[src/rtl/sia_wbm_pkg.sv]
// Shared types for the SIA Wishbone master: SIA register addresses, FSM state encodings,
// the bus-side request record and the ack-acceptance rule.
package sia_wbm_pkg;

  localparam logic [2:0] SIA_ADR_STATUS = 3'd0;
  localparam logic [2:0] SIA_ADR_CONFIG = 3'd1;
  localparam logic [2:0] SIA_ADR_BITS   = 3'd2;
  localparam logic [2:0] SIA_ADR_DATA   = 3'd3;

  typedef enum logic [1:0] {
    SIA_WBM_IDLE     = 2'b00,
    SIA_WBM_STROBE   = 2'b01,
    SIA_WBM_WAIT_ACK = 2'b10,
    SIA_WBM_RESP     = 2'b11
  } sia_wbm_state_e;

  typedef struct packed {
    logic        we;
    logic [2:0]  adr;
    logic [15:0] dat;
    logic [1:0]  sel;
  } sia_wbm_req_t;

  // An ack only counts once the strobe has been (or is being) accepted.
  function automatic logic ack_taken(sia_wbm_state_e st, logic stall, logic ack);
    return ack && ((st == SIA_WBM_STROBE && !stall) || st == SIA_WBM_WAIT_ACK);
  endfunction

endpackage

[src/rtl/sia_wbm_watchdog.sv]
// Cycle watchdog for sia_wbm: counts enabled cycles from a clear and flags the
// terminal count TIMEOUT-1.
module sia_wbm_watchdog #(
  parameter int unsigned TIMEOUT = 1000
) (
  input  logic clk_i,
  input  logic reset_ni,
  input  logic clear_i,
  input  logic enable_i,
  output logic expired_o
);

  localparam int unsigned CW = (TIMEOUT > 1) ? $clog2(TIMEOUT) : 1;
  localparam logic [CW-1:0] LAST = CW'(TIMEOUT - 1);

  logic [CW-1:0] count;

  always_ff @(posedge clk_i or negedge reset_ni) begin
    if (!reset_ni) begin
      count <= '0;
    end else if (clear_i) begin
      count <= '0;
    end else if (enable_i && !expired_o) begin
      count <= count + 1'b1;
    end
  end

  assign expired_o = enable_i && (count == LAST);

endmodule

[src/rtl/sia_wbm.sv]
// Single-outstanding Wishbone B.4 pipelined master for the SIA slave port.
// Optional watchdog abort is built when SIA_WBM_TIMEOUT_EN is defined.
//
// state    | meaning
// IDLE     | req_ready_o high, waiting for a command
// STROBE   | cyc/stb high, holding the bus until stall_i drops
// WAIT_ACK | strobe accepted, cyc high, waiting for ack_i
// RESP     | bus released, rsp_valid_o pulses on the following cycle
module sia_wbm
  import sia_wbm_pkg::*;
#(
  parameter int unsigned TIMEOUT = 1000
) (
  input  logic        clk_i,
  input  logic        reset_ni,
  input  logic        req_valid_i,
  output logic        req_ready_o,
  input  logic        req_we_i,
  input  logic [2:0]  req_adr_i,
  input  logic [15:0] req_dat_i,
  input  logic [1:0]  req_sel_i,
  output logic        rsp_valid_o,
  output logic [15:0] rsp_dat_o,
  output logic        rsp_err_o,
  output logic [2:0]  adr_o,
  output logic        we_o,
  output logic        cyc_o,
  output logic        stb_o,
  output logic [15:0] dat_o,
  output logic [1:0]  sel_o,
  input  logic [15:0] dat_i,
  input  logic        ack_i,
  input  logic        stall_i
);

  sia_wbm_state_e state, state_nxt;
  sia_wbm_req_t   bus_q, bus_nxt;
  logic           cyc_nxt, stb_nxt;
  logic [15:0]    rsp_dat_nxt;
  logic           ack_ok;
  logic           abort;

  assign ack_ok = ack_taken(state, stall_i, ack_i);

`ifdef SIA_WBM_TIMEOUT_EN
  logic wd_expired;
  logic err_q;

  sia_wbm_watchdog #(.TIMEOUT(TIMEOUT)) u_watchdog (
    .clk_i     (clk_i),
    .reset_ni  (reset_ni),
    .clear_i   (state == SIA_WBM_IDLE),
    .enable_i  (cyc_o),
    .expired_o (wd_expired)
  );

  // A coincident ack takes priority over the timeout.
  assign abort = wd_expired && !ack_ok &&
                 (state == SIA_WBM_STROBE || state == SIA_WBM_WAIT_ACK);

  always_ff @(posedge clk_i or negedge reset_ni) begin
    if (!reset_ni) begin
      err_q     <= 1'b0;
      rsp_err_o <= 1'b0;
    end else begin
      err_q     <= abort;
      rsp_err_o <= (state == SIA_WBM_RESP) && err_q;
    end
  end
`else
  logic unused_timeout;
  assign unused_timeout = (TIMEOUT == 0);
  assign abort          = 1'b0;
  assign rsp_err_o      = 1'b0;
`endif

  always_comb begin
    state_nxt   = state;
    bus_nxt     = bus_q;
    cyc_nxt     = cyc_o;
    stb_nxt     = stb_o;
    rsp_dat_nxt = rsp_dat_o;
    case (state)
      SIA_WBM_IDLE: begin
        if (req_valid_i) begin
          state_nxt   = SIA_WBM_STROBE;
          bus_nxt.we  = req_we_i;
          bus_nxt.adr = req_adr_i;
          bus_nxt.dat = req_dat_i;
          bus_nxt.sel = req_sel_i;
          cyc_nxt     = 1'b1;
          stb_nxt     = 1'b1;
        end
      end
      SIA_WBM_STROBE: begin
        if (ack_ok) begin
          state_nxt   = SIA_WBM_RESP;
          cyc_nxt     = 1'b0;
          stb_nxt     = 1'b0;
          bus_nxt.we  = 1'b0;
          bus_nxt.sel = 2'b00;
          rsp_dat_nxt = dat_i;
        end else if (abort) begin
          state_nxt   = SIA_WBM_RESP;
          cyc_nxt     = 1'b0;
          stb_nxt     = 1'b0;
          bus_nxt.we  = 1'b0;
          bus_nxt.sel = 2'b00;
          rsp_dat_nxt = 16'h0000;
        end else if (!stall_i) begin
          state_nxt   = SIA_WBM_WAIT_ACK;
          stb_nxt     = 1'b0;
          bus_nxt.we  = 1'b0;
          bus_nxt.sel = 2'b00;
        end
      end
      SIA_WBM_WAIT_ACK: begin
        if (ack_ok) begin
          state_nxt   = SIA_WBM_RESP;
          cyc_nxt     = 1'b0;
          rsp_dat_nxt = dat_i;
        end else if (abort) begin
          state_nxt   = SIA_WBM_RESP;
          cyc_nxt     = 1'b0;
          rsp_dat_nxt = 16'h0000;
        end
      end
      SIA_WBM_RESP: begin
        state_nxt = SIA_WBM_IDLE;
      end
      default: begin
        state_nxt = SIA_WBM_IDLE;
      end
    endcase
  end

  always_ff @(posedge clk_i or negedge reset_ni) begin
    if (!reset_ni) begin
      state       <= SIA_WBM_IDLE;
      bus_q       <= '0;
      cyc_o       <= 1'b0;
      stb_o       <= 1'b0;
      rsp_dat_o   <= 16'h0000;
      rsp_valid_o <= 1'b0;
    end else begin
      state       <= state_nxt;
      bus_q       <= bus_nxt;
      cyc_o       <= cyc_nxt;
      stb_o       <= stb_nxt;
      rsp_dat_o   <= rsp_dat_nxt;
      rsp_valid_o <= (state == SIA_WBM_RESP);
    end
  end

  assign req_ready_o = (state == SIA_WBM_IDLE);
  assign we_o        = bus_q.we;
  assign adr_o       = bus_q.adr;
  assign dat_o       = bus_q.dat;
  assign sel_o       = bus_q.sel;

endmodule

[config.mk]
export PLATFORM = sky130hd
export DESIGN_NAME = sia_wbm
export DESIGN_NICKNAME = d
export VERILOG_FILES = /design/src/rtl/sia_wbm_pkg.sv /design/src/rtl/sia_wbm_watchdog.sv /design/src/rtl/sia_wbm.sv
export SDC_FILE = /design/constraint.sdc
export NUM_CORES = 1
export LEC_CHECK = 0
export ABC_AREA = 1
export CAP_MARGIN = 15
export CORE_ASPECT_RATIO = 0.75
export CORE_MARGIN = 10
export CORE_UTILIZATION = 40
export CTS_CLUSTER_SIZE = 16
export DETAILED_ROUTE_END_ITERATION = 10
export GPL_TIMING_DRIVEN = 0
export PLACE_DENSITY = 0.84
export SLEW_MARGIN = 10
export SYNTH_ARGS = -nofsm -noshare
export SYNTH_HDL_FRONTEND = slang
export SYNTH_SLANG_ARGS = --single-unit
[constraint.sdc]
create_clock -name clk_i -period 4.3 [get_ports clk_i]
set_clock_uncertainty 0.1 [all_clocks]
set_input_delay 0.645 -clock clk_i [delete_from_list [all_inputs] [get_ports clk_i]]
set_output_delay 0.645 -clock clk_i [all_outputs]
set_load 0.005 [all_outputs]
==> reports/qor.yml <==
rr_startpoint: "state[0]"
endpoint_kind: "primary output"
cts_buffers: 5
dpl.hpwl_um: 4000
yosys_warnings: 0
netlist_area_um2: 1810
post_cts_resize_count: 0
place_ws_ps: 2120
ios: 86
clk_pin_slew_ps: 70
wire_per_inst_um: 13.9
ys.flop_type: "dfrtp_1"
synthCells: 213
syn_nets: 261
die_x_um: 97.7
grt_antenna_before_repair: 0
start_util: 0.410
synth.most_common_cell: "nand2_1"
die-area_um2: 7640
port_buffers: 84
rr_worst_depth: 7
fin_nets: 353
avgSynthCellArea_um2: 8.49
grt_max_degree: 34
drv_cap: 0
drtIter0Drc: 40
grt_pass1_vias: 1735
netlist_top_cells_count: "nand2_1 (133), dfrtp_1 (43), inv_1 (11)"
synth_area_leader_cell: "dfrtp_1"
viasPerCell: 4.52
multi_input_area_um2: 644
cts_max_level: 2
fin_tns_setup_ps: 0
crit_start: "state[0]"
n_antenna_cell: 0
track_usage: 0.130
worst-path-max-fanout: 7
grt-ovfl-total: 0
drcViolationCount: 0
cts_tree: "done"
gp_congestion: 0.844
yosys-top-cells-area: "dfrtp_1 (59%), nand2_1 (28%), ha_1 (3.5%), inv_1 (2.3%), buf_2 (1.1%)"
hold_viol: 0
holdCritPathClass: "in2async"
cts-root-buf: "clkbuf_8"
yosys.area.top_type_share: 0.595
drive_gt1_frac: 0.0559
finalMaxSlewViolations: 0
ys_ff_latch: 43
cts_hold_buf: 0
rr_endpoint: "dat_o[3]"
cts.sinks: 43
synth_cell_type_count: 17
grt_pass1_wl_um: 8250
dr.pass1.iters: 4
post-route-period-util: 0.578
status: "completed"
r2r_slack_ps: 2500
routed_wl_um: 5030
fp.dieH_um: 78.2
leakage_nw: 1.43
required_ps: 3560
critPathKind: "reg2out"
core_area_um2: 4410
cts_buffer_depth: 2
area.sequential_um2: 1080
vias: 1630
fin_crit_ps: 2490
setup_violations: 0
ir_worst_vdd_mv: 0.336
fmax_mhz: 402
cts_setup_buffers: 0
p_per_area_nw_per_um2: 645
async_flop_share: 1.00
worstPathArrival_ps: 1740
rows: 21
setup_slack_ps: 1810
areaGrowthSynthToFinish_pct: 55.3
worstSkewPairLatency_ps: 280
rsz0062_at_grt: "false"
ant_nets: 0
synth_edf_count: 0
synth_seq_area_share: 0.595
fill_cells: 412
critPathLaunchType: "flop"
-- worst max-delay path, stage by stage (launching register included) --
cell and delay [ps]:
dfrtp_1 430, inv_1 140, ha_1 320, clkdlybuf4s50_1 560
-- routing by layer --
layer	vias to the layer above	share of wire	GRT usage
met1	751	0.42	0.147
met3	4	0.094	0.0612
li1	822	-	-
met5	-	0	0
met4	0	0.0060	0.0348
met2	53	0.48	0.216
-- placed cells by master (no fill, tap or decap) --
master	instances
clkbuf_1	2
a21oi_1	3
nand2_2	1
clkdlybuf4s50_1	83
inv_1	11
or2_2	1
buf_6	1
buf_2	5
clkinv_2	1
buf_12	1
nand3_4	1
nand3_1	1
dfrtp_1	43
ha_1	5
buf_4	1
nand2_1	133
nand4_1	3
o21ai_0	2
clkbuf_8	5
conb_1	1
-- power by group --
part	total [mW]	internal, mW	switching, mW
clock network	0.228	0.108	0.119
logic	0.892	0.487	0.405
registers	0.693	0.589	0.103
-- worst max-delay path by stage --
| stage | slack, ps | end |
|---|---|---|
| 2_1_floorplan | 2780 | adr_o[0] |
| 3_3_place_gp | 1370 | rsp_dat_o[8] |
| 3_5_place_dp | 2120 | req_ready_o |
| 4_1_cts | 1800 | req_ready_o |
| 5_1_grt | 1730 | req_ready_o |
| 6_report | 1810 | req_ready_o |
-- cells by family after synthesis --
group,count (synthesis),share of synthesized area
buffers and inverters,19,0.0491
adders and majority gates,5,0.0346
other,1,0.00207
DFF,43,0.595
and+or+nand+nor,140,0.306
AOI/OAI and AO/OA,5,0.0138
-- registers in the layout, indices dropped and copies added (netlist names) --
register     cells
dat_o           16
state            2
sel_o            2
rsp_valid_o      1
adr_o            3
we_o             1
rsp_dat_o       16
cyc_o            1
stb_o            1
-- cell type report --
cell class	instances	share of cell area
Buffer	7	0.0151
Clock buffer	6	0.0258
Inverter	12	0.0165
Multi-Input combinational cell	151	0.229
Sequential cell	43	0.383
Tap cell	57	0.0254
Timing Repair Buffer	85	0.305
-- through the flow --
step	instances	cell area [um^2]	hold slack, ps	power (mW)	utilization
after floorplan	213	1810	249	1.08	-
after global placement	354	2720	356	1.57	0.616
after detailed placement	355	2740	362	1.61	0.620
after CTS	361	2810	120	1.84	0.636
after global routing	361	2810	130	1.97	0.636
final	361	2810	123	1.81	0.636
(Power assumes the default switching activity.)
